**config.mk**
```make
export PLATFORM = sky130hd
export DESIGN_NAME = pipelined_cla_adder
export DESIGN_NICKNAME = d
export VERILOG_FILES = /design/src/rtl/pipelined_cla_adder.sv
export SDC_FILE = /design/constraint.sdc
export NUM_CORES = 1
export LEC_CHECK = 0
export CAP_MARGIN = 10
export CORE_AREA = 5 5 127 142
export CTS_CLUSTER_DIAMETER = 200
export DETAILED_ROUTE_END_ITERATION = 12
export DIE_AREA = 0 0 132 147
export PLACE_DENSITY = 0.85
export SLEW_MARGIN = 15
export SYNTH_ARGS = -nofsm -noshare
export SYNTH_HDL_FRONTEND = slang
export SYNTH_SLANG_ARGS = --single-unit
```
**constraint.sdc**
```tcl
create_clock -name i_clk -period 2.2 [get_ports i_clk]
set_clock_uncertainty 0.15 [all_clocks]
set_input_delay 0.66 -clock i_clk [delete_from_list [all_inputs] [get_ports i_clk]]
set_output_delay 0.66 -clock i_clk [all_outputs]
set_load 0.005 [all_outputs]
```
**src/rtl/pipelined_cla_adder.sv**
```systemverilog
`default_nettype none
// +----------------------------------------------------------------------------+
// | pipelined_cla_adder: SEG-stage segmented adder, 4-bit CLA groups/stage,    |
// | valid/ready flow control. Optional o_overflow under CLA_OVERFLOW_EN.       |
// | Revision: 1.0                                                              |
// +----------------------------------------------------------------------------+
module pipelined_cla_adder #(
   parameter int BIT = 32,
   parameter int SEG = 4
) (
   input  logic           i_clk,
   input  logic           i_rstn,
   input  logic           i_valid,
   output logic           o_ready,
   input  logic [BIT-1:0] i_data_a,
   input  logic [BIT-1:0] i_data_b,
   input  logic           i_carry,
   output logic           o_valid,
   input  logic           i_ready,
   output logic [BIT-1:0] o_data_s,
   output logic           o_carry
`ifdef CLA_OVERFLOW_EN
   ,
   output logic           o_overflow
`endif
);

   localparam int W    = BIT / SEG;
   localparam int NGRP = W / 4;

   logic w_advance;

   // Group lookahead: each nibble's carries and carry-out come straight from g/p and the group carry-in.
   function automatic logic [W:0] f_cla_add(input logic [W-1:0] a, input logic [W-1:0] b,
                                            input logic cin);
      logic [W-1:0] g, p, s;
      logic [3:0]   gg, pp;
      logic [4:0]   cg;
      logic         c;
      g = a & b;
      p = a ^ b;
      s = '0;
      c = cin;
      for (int j = 0; j < NGRP; j++) begin
         gg    = g[4*j +: 4];
         pp    = p[4*j +: 4];
         cg[0] = c;
         cg[1] = gg[0] | (pp[0] & c);
         cg[2] = gg[1] | (pp[1] & gg[0]) | (pp[1] & pp[0] & c);
         cg[3] = gg[2] | (pp[2] & gg[1]) | (pp[2] & pp[1] & gg[0]) | (pp[2] & pp[1] & pp[0] & c);
         cg[4] = gg[3] | (pp[3] & gg[2]) | (pp[3] & pp[2] & gg[1]) | (pp[3] & pp[2] & pp[1] & gg[0])
               | (&pp & c);
         s[4*j +: 4] = pp ^ cg[3:0];
         c = cg[4];
      end
      return {c, s};
   endfunction

   for (genvar k = 0; k < SEG; k++) begin : g_stage
      localparam int REM_IN  = BIT - k * W;
      localparam int REM_OUT = REM_IN - W;
      localparam int SUM_W   = (k + 1) * W;

      logic [REM_IN-1:0] w_a_in, w_b_in;
      logic              w_c_in, w_v_in;
      logic [W:0]        w_add;
      logic [SUM_W-1:0]  w_s_d;
      logic [SUM_W-1:0]  r_s_q;
      logic              r_c_q, r_v_q;

      if (k == 0) begin : g_head
         assign w_a_in = i_data_a;
         assign w_b_in = i_data_b;
         assign w_c_in = i_carry;
         assign w_v_in = i_valid;
         assign w_s_d  = w_add[W-1:0];
      end else begin : g_body
         assign w_a_in = g_stage[k-1].g_fwd.r_a_q;
         assign w_b_in = g_stage[k-1].g_fwd.r_b_q;
         assign w_c_in = g_stage[k-1].r_c_q;
         assign w_v_in = g_stage[k-1].r_v_q;
         assign w_s_d  = {w_add[W-1:0], g_stage[k-1].r_s_q};
      end

      assign w_add = f_cla_add(w_a_in[W-1:0], w_b_in[W-1:0], w_c_in);

      // Data loads only behind a valid token, so bubbles leave the outputs untouched.
      always_ff @(posedge i_clk or negedge i_rstn) begin
         if (!i_rstn) begin
            r_v_q <= 1'b0;
            r_c_q <= 1'b0;
            r_s_q <= '0;
         end else if (w_advance) begin
            r_v_q <= w_v_in;
            if (w_v_in) begin
               r_c_q <= w_add[W];
               r_s_q <= w_s_d;
            end
         end
      end

      if (k < SEG - 1) begin : g_fwd
         logic [REM_OUT-1:0] r_a_q, r_b_q;
         always_ff @(posedge i_clk or negedge i_rstn) begin
            if (!i_rstn) begin
               r_a_q <= '0;
               r_b_q <= '0;
            end else if (w_advance && w_v_in) begin
               r_a_q <= w_a_in[REM_IN-1:W];
               r_b_q <= w_b_in[REM_IN-1:W];
            end
         end
      end

`ifdef CLA_OVERFLOW_EN
      if (k == SEG - 1) begin : g_ovf
         logic r_ovf_q;
         always_ff @(posedge i_clk or negedge i_rstn) begin
            if (!i_rstn) begin
               r_ovf_q <= 1'b0;
            end else if (w_advance && w_v_in) begin
               r_ovf_q <= (w_a_in[W-1] == w_b_in[W-1]) && (w_add[W-1] != w_a_in[W-1]);
            end
         end
      end
`endif
   end

   assign o_valid   = g_stage[SEG-1].r_v_q;
   assign o_data_s  = g_stage[SEG-1].r_s_q;
   assign o_carry   = g_stage[SEG-1].r_c_q;
   assign w_advance = !o_valid || i_ready;
   assign o_ready   = w_advance;
`ifdef CLA_OVERFLOW_EN
   assign o_overflow = g_stage[SEG-1].g_ovf.r_ovf_q;
`endif

endmodule
`default_nettype wire

```
==> flow_summary.json <==
{
  "outcome": "complete, but fails checks",
  "violations": "negative setup slack",
  "irDropWorstVdd_mv": 0.765,
  "vias": 5059,
  "cts-root-buf": "clkbuf_16",
  "grt_util_all_layers_pct": 18.0,
  "maxCapViolCount": 0,
  "synth_cell_type_count": 30,
  "critPathRequiredTime_ns": 2.37,
  "ys_warn_count": 0,
  "crit_type": "reg -> reg",
  "final_nets": 854,
  "yosys.area.top_type": "dfrtp_1",
  "fin_hold_ws_ns": 0.330,
  "ys_seq_area_share_pct": 57.2,
  "num_rows": 50,
  "clockBufferDepth": 2,
  "die_w_um": 132,
  "fmax_mhz": 455,
  "busiest_layer": "met2",
  "cp_data_arrival_time_ns": 2.37,
  "syn_area_um2": 8050,
  "cts.sinks": 184,
  "antenna_found_initial": 1,
  "cts_tree": "done",
  "synth_area_leaders": "dfrtp_1 57%, mux2_2 21%, ha_1 5.0%, o21ai_0 2.5%, fa_1 2.0%",
  "rsz0062_at_grt": "yes",
  "critPathMaxFanout": 2,
  "hold_path.class": "reg -> reg",
  "p_leak_uw": 0.00470,
  "clk_pin_slew_ns": 0.07,
  "maxSlewViolCount": 0,
  "synth_fa_ha_area_share_pct": 6.96,
  "synth_most_common_cell": "dfrtp_1",
  "dp_hpwl_mm": 11.8,
  "gp_congestion": 0.824,
  "wire_per_inst_um": 17.4,
  "dr.pass1.iters": 5,
  "synth_top_area_share_pct": 57.2,
  "crit_path_end_kind": "flip-flop",
  "ys_top_cells_by_count": "184 x dfrtp_1, 148 x mux2_2, 41 x o21ai_0",
  "async_flop_share_pct": 100,
  "fin_util_pct": 63.6,
  "grt_use_met3_pct": 3.63,
  "initial_core_util_pct": 48.6,
  "avgSynthCellArea_um2": 13.7,
  "worstMarginPinSlew_ns": 0.339,
  "cts_buffers": 17,
  "relSlewSlack_pct": 77.4,
  "met2_usage_pct": 32.2,
  "hold_depth": 2,
  "vias_per_cell": 5.23,
  "wirelength_mm": 16.9,
  "synth-seq-cells": 184,
  "synth_top_family_by_area": "multiplexers",
  "numPortBuffers": 103,
  "clk_latency_ns": 0.43,
  "grt_first_pass_wirelength_mm": 28.2,
  "final_hold_viol_count": 0,
  "drtAntennaViolNets": 0,
  "first_iter_violations": 228,
  "n_fill_cell": 1176,
  "p_per_area_nw_per_um2": 1480,
  "grt-ovfl-total": 0,
  "synthSimpleGateAreaFrac_pct": 3.62,
  "grt_max_degree": 67,
  "layout-drive-gt1-share_pct": 36.3,
  "synth-edff-count": 0,
  "drc": 0,
  "grt_pass1_vias": 5654,
  "io_pins": 104,
  "setup_violations": 1,
  "synth_compound_area_share_pct": 6.64,
  "grt_util_met1_pct": 20.9,
  "synthMuxAreaShare_pct": 20.7,
  "startpoint_type": "flip-flop",
  "synth_xor_area_share_pct": 2.18,
  "reg2regPathDepth": 7,
  "synthCells": 586,
  "fin_ws_ns": -0.000211,
  "final_period_minus_worst_setup_slack_ns": 2.20,
  "h-tree-depth": 4,
  "ys.flop_type": "dfrtp_1",
  "min_period_over_period_pct": 100,
  "dieArea_um2": 19400,
  "core_um2": 16600,
  "synthToLayoutAreaGrowth_pct": 31.1,
  "syn_nets": 695,
  "dieHeight_um": 147
}
critical path, cell delays in order (launching register included):
cell      delay [ns]
dfrtp_1         0.41
ha_4            0.26
a211oi_4        0.27
nor2_2          0.07
o21ai_1         0.15
nand2b_1        0.09
fa_2            0.41
mux2_4          0.27
per-layer routing:
metal	vias up	wire length, um
met2	91	9180
met1	2569	6790
met4	0	400
met5	-	0
li1	2368	-
met3	31	481
cells in the final DEF (no fill, tap or decap), drive strengths merged, types with 4 or more instances in the layout:
| cell type | count |
|---|---|
| o31ai | 4 |
| nand2 | 37 |
| ha | 32 |
| buf | 61 |
| dfrtp | 184 |
| a21oi | 6 |
| fa | 8 |
| o21ai | 41 |
| nor2 | 18 |
| a211oi | 9 |
| clkinv | 6 |
| nand2b | 10 |
| a21o | 10 |
| mux2 | 148 |
| xnor2 | 6 |
| xor2 | 14 |
| clkdlybuf4s50 | 94 |
| inv | 19 |
| clkbuf | 24 |
registers in the layout, indices dropped and copies added (netlist names):
signal	flops
g_stage.r_c_q	3
o_data_s	32
g_stage.g_fwd.r_a_q	48
g_stage.r_s_q	48
o_carry	1
g_stage.r_v_q	3
o_valid	1
g_stage.g_fwd.r_b_q	48
repair_timing:
action	4_1_cts	5_1_grt
endpoints found under the hold margin	14	0
buffers inserted	8	5
pin swaps	11	17
resized for setup	17	32
setup endpoints to repair	8	13
hold buffers	1	0
power by group:
group          switching (uW)  internal, uW  total [uW]  leakage (uW)
combinational            2810          3890        6710       0.00222
clock                    1250          1840        3090      0.000292
sequential                941          4910        5850       0.00219
total                    5000         10600       15600       0.00470
logic make-up (layout without fill, tap and decap cells):
kind of cell	Yosys count	count (layout)
flops	184	184
mux	148	148
compound gates	84	84
simple gates	68	68
buf+inv	42	214
fa+ha+maj	40	40
xor+xnor	20	20
other cells	0	1
through the flow:
stage                     power, uW  area, um^2    TNS, ns  worst slack [ns]  instances
after floorplan                9630        8090     -0.117            -0.117        586
after detailed placement      12100        9730     -25.91            -0.662        920
final                         15600       10600  -0.000211         -0.000211        967
after CTS                     15400       10400    -0.0705           -0.0705        961
after global routing          16700       10600     -0.155           -0.0812        967
after global placement        11700        9730     -25.07            -0.648        920
cell type report:
type	instances	area, um^2	area share (%)
sequential	184	4600	43.6
clock inverter	12	150	1.42
multi-input combinational	360	3410	32.3
antenna	1	2.50	0.0237
timing repair buffer	163	1600	15.1
tap	208	260	2.47
clock buffer	20	457	4.33
inverter	19	71.3	0.676
worst paths after layout:
path / from / to / slack, ns
hold / removal: g_stage[0].r_s_q[7] / g_stage[0].r_s_q[7] / 0.33
max in group asynchronous: i_rstn / g_stage[0].g_fwd.r_b_q[18] / 0.82
hold reg to reg: g_stage[0].r_s_q[7] / g_stage[0].r_s_q[7] / 0.33
min in group asynchronous: i_rstn / g_stage[2].r_s_q[21] / 0.49
setup / recovery: g_stage[1].g_fwd.r_b_q[0] / g_stage[2].r_s_q[20] / -0.0002
setup reg to reg: g_stage[1].g_fwd.r_b_q[0] / g_stage[2].r_s_q[20] / -0.0002
(Power assumes the default switching activity.)
